**src/rtl/servant_uart_rx.sv**
```systemverilog
// Wishbone-responder UART receiver: oversampled 8N1 framing, small receive FIFO, status and interrupt.
// Optional even-parity (8E1) framing is enabled by defining SERVANT_UART_RX_PARITY_EN.
module servant_uart_rx #(
    parameter int CLKS_PER_BIT = 16,
    parameter int FIFO_DEPTH   = 4
) (
    input  logic        i_clk,
    input  logic        i_rst_n,
    input  logic        i_wb_adr,
    input  logic        i_wb_cyc,
    input  logic        i_wb_we,
    input  logic [31:0] i_wb_dat,
    output logic [31:0] o_wb_rdt,
    output logic        o_wb_ack,
    input  logic        i_rx,
    output logic        o_irq
);
    localparam int CW = $clog2(CLKS_PER_BIT);
    localparam int AW = $clog2(FIFO_DEPTH);
    localparam logic [CW-1:0] CNT_HALF = CW'(CLKS_PER_BIT/2 - 1);
    localparam logic [CW-1:0] CNT_FULL = CW'(CLKS_PER_BIT - 1);
    localparam logic [CW-1:0] CNT_ONE  = CW'(1);
    localparam logic [AW:0]   PTR_ONE  = (AW+1)'(1);

    typedef enum logic [2:0] {
        ST_IDLE  = 3'd0,
        ST_START = 3'd1,
        ST_DATA  = 3'd2,
`ifdef SERVANT_UART_RX_PARITY_EN
        ST_PAR   = 3'd3,
`endif
        ST_STOP  = 3'd4
    } state_t;

    function automatic logic even_parity(input logic [7:0] d);
        return ^d;
    endfunction

    logic          rx_meta_r, rxs_r, rxs_prev_r;
    state_t        state_r;
    logic [CW-1:0] cnt_r;
    logic [2:0]    bit_idx_r;
    logic [7:0]    shift_r;
    logic          par_bad_s;
    logic          tick_s, push_s, ferr_set_s, perr_set_s;

    logic [7:0]    mem_r [FIFO_DEPTH];
    logic [AW:0]   wr_ptr_r, rd_ptr_r;
    logic          empty_s, full_s, pop_s, ovr_set_s, do_push_s;
    logic [7:0]    head_s;

    logic          ack_r, pop_pend_r, ovr_r, ferr_r, irq_en_r, perr_flag_s;
    logic [31:0]   rdt_r, status_s, rd_word_s;
    logic          req_s, rd_s, wr_status_s;
    logic          unused_wdat_s;

    assign unused_wdat_s = ^i_wb_dat;

    // Two-flop synchronizer plus one more stage for falling-edge detection.
    always_ff @(posedge i_clk or negedge i_rst_n) begin
        if (!i_rst_n) begin
            rx_meta_r  <= 1'b1;
            rxs_r      <= 1'b1;
            rxs_prev_r <= 1'b1;
        end else begin
            rx_meta_r  <= i_rx;
            rxs_r      <= rx_meta_r;
            rxs_prev_r <= rxs_r;
        end
    end

    assign tick_s = (cnt_r == {CW{1'b0}});

`ifdef SERVANT_UART_RX_PARITY_EN
    logic par_bad_r;
    logic perr_r;
    assign par_bad_s   = par_bad_r;
    assign perr_flag_s = perr_r;
`else
    assign par_bad_s   = 1'b0;
    assign perr_flag_s = 1'b0;
`endif

    // Receiver FSM: the counter runs down in every state and each zero is one sample point.
    always_ff @(posedge i_clk or negedge i_rst_n) begin
        if (!i_rst_n) begin
            state_r   <= ST_IDLE;
            cnt_r     <= {CW{1'b0}};
            bit_idx_r <= 3'd0;
            shift_r   <= 8'd0;
`ifdef SERVANT_UART_RX_PARITY_EN
            par_bad_r <= 1'b0;
`endif
        end else begin
            cnt_r <= cnt_r - CNT_ONE;
            case (state_r)
                ST_IDLE: begin
                    if (rxs_prev_r && !rxs_r) begin
                        cnt_r   <= CNT_HALF;
                        state_r <= ST_START;
                    end
                end
                ST_START: begin
                    if (tick_s) begin
                        cnt_r     <= CNT_FULL;
                        bit_idx_r <= 3'd0;
                        state_r   <= rxs_r ? ST_IDLE : ST_DATA;
                    end
                end
                ST_DATA: begin
                    if (tick_s) begin
                        cnt_r     <= CNT_FULL;
                        shift_r   <= {rxs_r, shift_r[7:1]};
                        bit_idx_r <= bit_idx_r + 3'd1;
                        if (bit_idx_r == 3'd7) begin
`ifdef SERVANT_UART_RX_PARITY_EN
                            state_r <= ST_PAR;
`else
                            state_r <= ST_STOP;
`endif
                        end
                    end
                end
`ifdef SERVANT_UART_RX_PARITY_EN
                ST_PAR: begin
                    if (tick_s) begin
                        cnt_r     <= CNT_FULL;
                        par_bad_r <= (rxs_r != even_parity(shift_r));
                        state_r   <= ST_STOP;
                    end
                end
`endif
                ST_STOP: begin
                    if (tick_s) begin
                        cnt_r   <= CNT_FULL;
                        state_r <= ST_IDLE;
                    end
                end
                default: state_r <= ST_IDLE;
            endcase
        end
    end

    // Frame outcome is decided combinationally at the stop sample so it lands one cycle later.
    always_comb begin
        push_s     = 1'b0;
        ferr_set_s = 1'b0;
        perr_set_s = 1'b0;
        if ((state_r == ST_STOP) && tick_s) begin
            ferr_set_s = !rxs_r;
            perr_set_s = par_bad_s;
            push_s     = rxs_r && !par_bad_s;
        end else begin
            push_s     = 1'b0;
        end
    end

    assign empty_s   = (wr_ptr_r == rd_ptr_r);
    assign full_s    = (wr_ptr_r[AW] != rd_ptr_r[AW]) && (wr_ptr_r[AW-1:0] == rd_ptr_r[AW-1:0]);
    assign head_s    = mem_r[rd_ptr_r[AW-1:0]];
    assign pop_s     = pop_pend_r;
    assign do_push_s = push_s && (!full_s || pop_s);
    assign ovr_set_s = push_s && full_s && !pop_s;

    // FIFO storage; contents are don't-care once the pointers are reset.
    always_ff @(posedge i_clk) begin
        if (do_push_s) begin
            mem_r[wr_ptr_r[AW-1:0]] <= shift_r;
        end
    end

    // FIFO pointers with an extra wrap bit to tell full from empty.
    always_ff @(posedge i_clk or negedge i_rst_n) begin
        if (!i_rst_n) begin
            wr_ptr_r <= {(AW+1){1'b0}};
            rd_ptr_r <= {(AW+1){1'b0}};
        end else begin
            if (do_push_s) begin
                wr_ptr_r <= wr_ptr_r + PTR_ONE;
            end
            if (pop_s) begin
                rd_ptr_r <= rd_ptr_r + PTR_ONE;
            end
        end
    end

    assign req_s       = i_wb_cyc && !ack_r;
    assign rd_s        = req_s && !i_wb_we;
    assign wr_status_s = req_s && i_wb_we && i_wb_adr;
    assign status_s    = {23'd0, irq_en_r, 3'd0, perr_flag_s, ferr_r, ovr_r, full_s, !empty_s};

    // Read mux: an empty DATA read returns zero.
    always_comb begin
        rd_word_s = 32'd0;
        if (i_wb_adr) begin
            rd_word_s = status_s;
        end else if (!empty_s) begin
            rd_word_s = {24'd0, head_s};
        end else begin
            rd_word_s = 32'd0;
        end
    end

    // Bus responder: one-cycle ack, data only in the ack cycle, DATA pop at the end of the ack.
    always_ff @(posedge i_clk or negedge i_rst_n) begin
        if (!i_rst_n) begin
            ack_r      <= 1'b0;
            rdt_r      <= 32'd0;
            pop_pend_r <= 1'b0;
        end else begin
            ack_r      <= req_s;
            rdt_r      <= rd_s ? rd_word_s : 32'd0;
            pop_pend_r <= rd_s && !i_wb_adr && !empty_s;
        end
    end

    // Sticky flags: a set in the same cycle as a write-one-to-clear wins.
    always_ff @(posedge i_clk or negedge i_rst_n) begin
        if (!i_rst_n) begin
            ovr_r    <= 1'b0;
            ferr_r   <= 1'b0;
            irq_en_r <= 1'b0;
`ifdef SERVANT_UART_RX_PARITY_EN
            perr_r   <= 1'b0;
`endif
        end else begin
            ovr_r  <= ovr_set_s  || (ovr_r  && !(wr_status_s && i_wb_dat[2]));
            ferr_r <= ferr_set_s || (ferr_r && !(wr_status_s && i_wb_dat[3]));
`ifdef SERVANT_UART_RX_PARITY_EN
            perr_r <= perr_set_s || (perr_r && !(wr_status_s && i_wb_dat[4]));
`endif
            if (wr_status_s) begin
                irq_en_r <= i_wb_dat[8];
            end
        end
    end

    logic unused_perr_s;
    assign unused_perr_s = perr_set_s;

    assign o_wb_ack = ack_r;
    assign o_wb_rdt = rdt_r;
    assign o_irq    = irq_en_r && (!empty_s || ovr_r);

endmodule

```
**config.mk**
```make
export PLATFORM = sky130hd
export DESIGN_NAME = servant_uart_rx
export DESIGN_NICKNAME = d
export VERILOG_FILES = /design/src/rtl/servant_uart_rx.sv
export SDC_FILE = /design/constraint.sdc
export NUM_CORES = 1
export LEC_CHECK = 0
export BUFFER_PORTS_ARGS = -buffer_cell sky130_fd_sc_hd__buf_2
export CORE_UTILIZATION = 40
export CTS_BUF_LIST = sky130_fd_sc_hd__clkbuf_16
export DETAILED_ROUTE_END_ITERATION = 7
export PLACE_DENSITY = 0.61
export SYNTH_ARGS = -nofsm -noshare
export SYNTH_HDL_FRONTEND = slang
export SYNTH_SLANG_ARGS = --single-unit
```
**constraint.sdc**
```tcl
create_clock -name i_clk -period 6.32 [get_ports i_clk]
set_input_delay 0.632 -clock i_clk [delete_from_list [all_inputs] [get_ports i_clk]]
set_output_delay 0.632 -clock i_clk [all_outputs]
set_load 0.02 [all_outputs]
```
Yosys cells after proc, flatten, opt, wreduce, memory -nomap -nowiden --
Memory sizes are Yosys's and may differ from the RTL's. Cells that the tools add are included.
Cells by class: multiplexer cells 19, add/sub/neg operators 4, equality and inequality tests 12, reduce and logical (&&, ||, !) cells 37
Operators with widths (count):
- two-way mux 32 bit | 1
- two-way mux 3 bit | 6
- logical AND 1 bit | 17
- one-hot mux 3 bit (4 select lines) | 1
- inequality test 2 bit, second input constant | 5
- adder 3 x 1 -> 3 bit, second input constant | 3
- zero test 1 bit | 9
- two-way mux 9 bit | 1
- two-way mux 4 bit | 2
- two-way mux 8 bit | 1
- one-hot mux 4 bit (2 select lines) | 1
- equality test 3 bit, second input constant | 2
- one-hot mux 3 bit (2 select lines) | 1
- AND reduction 5 bit | 1
- zero test 4 bit | 1
- logical OR 1 bit | 4
- two-way mux 1 bit | 4
- subtractor 4 x 1 -> 4 bit, second input constant | 1
- equality test 3 x 1 -> 1 bit, second input constant | 1
- equality test 3 x 2 -> 1 bit, second input constant | 1
- equality test 3 bit | 1
- zero test 3 bit | 1
- AND reduction 3 bit | 1
- OR reduction 3 bit | 1
- other kinds (5) | 5
Storage, ports and cells: input port bits 38, memory bits (writable) 32, memories kept 1, logic and storage cells 88, register bits 64, output and inout port bits 34
Memory list:
- mem_r | words 4, bits a word 8, rd ports 1, clocked after Yosys merged registers in 0, write ports 1, line 47 | logic [7:0] mem_r [FIFO_DEPTH];

Depth between registers and ports, before layout --
word-level depth 8, depth in mapped cells 6, depth with buffers taken out 6

Worst setup path before layout --
No wires, ideal clock.
path type flip-flop to flip-flop, start register cnt_r[0], end memory mem_r[3][0], enable pin, setup time 332 ps, data required time 5988 ps, clock period less this slack 1994 ps, path buffers 0, cell stages (with the launch flop) 7, setup slack 4326 ps, arrival time 1662 ps, path through dfrtp_1 inv_1 ha_1 nor3b_4 and4_1 nor2b_4 and2_1
Between the ends: word-level cells in the longest chain between the ends 6
RTL lines:
- from (decl) | line 41 | logic [CW-1:0] cnt_r;
- from (signal assigned) | line 88 | cnt_r <= {CW{1'b0}};
- from (signal assigned) | line 95 | cnt_r <= cnt_r - CNT_ONE;
- zero test 4 bit | line 72 | assign tick_s = (cnt_r == {CW{1'b0}});
- logical AND 1 bit | line 149 | if ((state_r == ST_STOP) && tick_s) begin
- two-way mux 1 bit | line 149
- logical AND 1 bit | line 162 | assign do_push_s = push_s && (!full_s || pop_s);
- two-way mux 1 bit | line 167 | if (do_push_s) begin
- two-way mux 1 bit (not written as such) | line 168 | mem_r[wr_ptr_r[AW-1:0]] <= shift_r;
- to (decl) | line 47
No other way between the ends.

Worst setup path in the final report --
start register rd_ptr_r[0], end output port o_irq
Between the ends: word-level cells in the longest chain between the ends 4
RTL lines:
- from (decl) | line 48 | logic [AW:0] wr_ptr_r, rd_ptr_r;
- from (signal assigned) | line 176 | rd_ptr_r <= {(AW+1){1'b0}};
- from (signal assigned) | line 182 | rd_ptr_r <= rd_ptr_r + PTR_ONE;
- equality test 3 bit | line 158 | assign empty_s = (wr_ptr_r == rd_ptr_r);
- zero test 1 bit | line 243 | assign o_irq = irq_en_r && (!empty_s || ovr_r);
- logical OR 1 bit | line 243
- logical AND 1 bit | line 243
- to (decl) | line 16 | output logic o_irq
No other way between the ends.

==> reports/metrics.yaml <==
status: "finished clean"
cts_hold_buf: 0
worst_pin_slew_ps: 907.2
yosys_register_bits: 73
cellInternalPower_w: 0.0008178
grtUsageTotal_pct: 12.70
min_period_ps: 2594
port_buffers: 19
die_area_mm2: 0.008306
antenna_found_initial: 0
rows: 32
p_per_area_mw_per_mm2: 307.7
hpwl_um: 3178
grt_pass1_vias: 1574
crit_fanout: 11
cts_tree: "built"
drt_drc_violations_left: 0
p_leak_nw: 1.545
vdd_ir_drop_max_mv: 0.1392
ant_nets: 0
dr.pass1.iters: 4
cts_root_buf: "clkbuf_16"
placed_area_mm2: 0.003283
clockBufferDepth: 2
clock_sinks: 73
fin_worst_skew_ps: 5.230
rsz0062_at_grt: "no"
floorplan.initialDensity_pct: 41.34
cp.required_ps: 5690
yosysUniqueCellTypes: 39
vias: 1632
cp_slowest_stage_delay_ps: 760
area_delta_synth_final_pct: 11.61
gp_congestion: 0.7129
max-cap-violations: 0
p_sw_w: 0.0002736
setup_viol: 0
timing_hold_violations_final: 0
overflow: 0
initialDrtViolationCount: 37
pwr-share-seq_pct: 50.7
slew_violations: 0
timing.slew.headroom_pct: 39.52
yosys_warnings: 0
cts_buffers: 9
antennaDiodeCount: 0
worst_setup_path_start_kind: "flop"
vias_per_cell: 4.663
path_cells: "xnor2_1, nand3b_1, o21a_1, buf_2"
ys_seq_area_share_pct: 62.64
rrSetupSlack_ps: 3970
syn_area_mm2: 0.003178
io_pins: 72
hp-class: "flop to flop"
switching_share_pct: 25.07
cts_resized: 0
die_x_um: 91.14
crit_type: "flop to output pin"
crit_buf_inv: 1
path_clk_slew_ps: 60
syn-mean-instance-area_um2: 14.45
nNetsFinal: 289
grt_pass1_wl_um: 7914
clkPwrFrac_pct: 40.7
die-height_um: 91.14
final_util_pct: 46.14
htree_num_levels: 3
cts_setup_buffers: 0
wl_per_cell_um: 13.53
timing.fmax_mhz: 385.5
setup_tns_ps: 0
core_mm2: 0.007687
clk_latency_ps: 320
wirelength_um: 4737
cp-end-kind: "output pin"
worstPathArrival_ps: 1960
crit_family: "flip-flops"
pwr-share-comb_pct: 8.6
grt_start_max_net_pins: 42
worst_path_max_delay_cell: "dfrtp_1"
fin_area_mm2: 0.003547
fin_crit_sh_pct: 41.05
synth_cells: 220
drive_gt1_share_pct: 23.79
[layout make-up]
type / count / area [um^2]
fillers: 667 / 4140
flip-flops and latches: 73 / 1991
inverters: 5 / 18.77
well taps: 102 / 127.6
multi-input cells: 135 / 1051
repair buffers: 19 / 95.09
clock buffers: 9 / 225.2
clock inverters: 7 / 38.79
[kinds of logic after synthesis]
family / synth area share [%]
DFF: 62.64
and+or+nand+nor: 10.87
buffers and inverters: 6.889
AOI/OAI and AO/OA: 4.016
muxes: 9.567
xor gates and xnor gates: 2.756
adders and majority gates: 3.150
other: 0.1180
[layout by cell type, fill, tap and decap left out, types with 2 or more instances in the layout]
master,count
dfrtp_1,38
xnor2_1,6
conb_1,23
dfstp_2,3
mux2_2,10
nor2b_1,6
mux4_2,8
nor2_1,5
inv_1,6
edfxtp_1,32
o21ai_0,4
a22o_1,4
clkbuf_16,9
clkinv_2,3
nand2b_1,3
nand2_1,17
a21oi_1,6
ha_1,8
and2_1,5
nand3b_1,7
and3_1,2
nor3_1,2
xor2_1,4
buf_2,19
[layer usage]
| layer | routed length (um) | GRT usage (%) | share of wire [%] | vias up |
|---|---|---|---|---|
| li1 | - | - | - | 785 |
| met1 | 2078 | 16.02 | 44 | 798 |
| met2 | 2393 | 20.52 | 51 | 38 |
| met3 | 156 | 3.015 | 3.3 | 11 |
| met4 | 108 | 6.349 | 2.3 | 0 |
| met5 | 0 | 0 | 0 | - |
[path summary, 6_finish.rpt]
path,startpoint,to,cells past startpoint
worst max-delay path,rd_ptr_r[0]$_DFFE_PN0P_,o_irq,4
worst min-delay path,rx_meta_r$_DFF_PN1_,rxs_r$_DFF_PN1_,0
worst max register to register,cnt_r[0]$_DFF_PN0_,mem_r[3][7]$_DFFE_PP_,6
worst min register to register,rx_meta_r$_DFF_PN1_,rxs_r$_DFF_PN1_,0
max in group asynchronous,i_rst_n,shift_r[0]$_DFFE_PN0P_,1
min in group asynchronous,i_rst_n,o_wb_ack$_DFF_PN0_,1
[worst register-to-register path: stages, from the launching register on]
cell     delay (ps)
dfrtp_1         390
inv_1            60
ha_1            190
nor3b_4         400
and4_1          310
nor2b_4         220
and2_1          420
[registers in the layout, summed over array words and instances, names as in the netlist, 3 cells and up]
register,count
wr_ptr_r,3
shift_r,8
o_wb_rdt,9
state_r,3
mem_r,32
cnt_r,4
bit_idx_r,3
rd_ptr_r,3
[synthesized netlist by cell type (all sizes together)]
| cell | n | area, um^2 |
|---|---|---|
| a21oi | 6 | 30.03 |
| a22o | 4 | 35.03 |
| a32o | 1 | 10.01 |
| and2 | 5 | 31.28 |
| and3 | 2 | 12.51 |
| and4 | 1 | 8.760 |
| and4b | 1 | 10.01 |
| buf | 25 | 185.2 |
| clkbuf | 4 | 15.01 |
| conb | 1 | 3.750 |
| dfrtp | 38 | 950.9 |
| dfstp | 3 | 78.83 |
| edfxtp | 32 | 960.9 |
| ha | 8 | 100.1 |
| inv | 5 | 18.77 |
| mux2 | 11 | 123.9 |
| mux4 | 8 | 180.2 |
| nand2 | 17 | 63.81 |
| nand2b | 3 | 18.77 |
| nand3 | 1 | 10.01 |
| nand3b | 7 | 52.55 |
| nand4 | 1 | 6.260 |
| nand4b | 1 | 8.760 |
| nor2 | 5 | 18.77 |
| nor2b | 7 | 51.30 |
| nor3 | 2 | 10.01 |
| nor3b | 1 | 18.77 |
| nor4b | 1 | 15.01 |
| o211a | 1 | 10.01 |
| o211ai | 1 | 7.510 |
| o21a | 1 | 7.510 |
| o21ai | 4 | 20.02 |
| o31ai | 1 | 7.510 |
| or3b | 1 | 8.760 |
| xnor2 | 6 | 52.55 |
| xor2 | 4 | 35.03 |
[power groups by stage]
| stage | Sequential (W) | Clock, W | Combinational (W) |
|---|---|---|---|
| 2_1_floorplan | 0.000548 | 0 | 0.0000951 |
| 3_3_place_gp | 0.000561 | 0 | 0.0000928 |
| 3_5_place_dp | 0.000562 | 0 | 0.0000959 |
| 4_1_cts | 0.000553 | 0.000453 | 0.0000960 |
| 5_1_grt | 0.000558 | 0.000477 | 0.000110 |
| 6_report | 0.000553 | 0.000444 | 0.0000939 |
[stage by stage]
step           hold WS, ps  setup WS (ps)  instances  power (W)
3_3_place_gp         346.0           3969        334  0.0006540
4_1_cts              356.4           3660        350   0.001103
6_report             355.1           3726        350   0.001091
3_5_place_dp         348.4           3949        334  0.0006579
5_1_grt              362.8           3563        350   0.001145
2_1_floorplan        336.4           4326        242  0.0006435
Power figures use the tool's default switching activity.
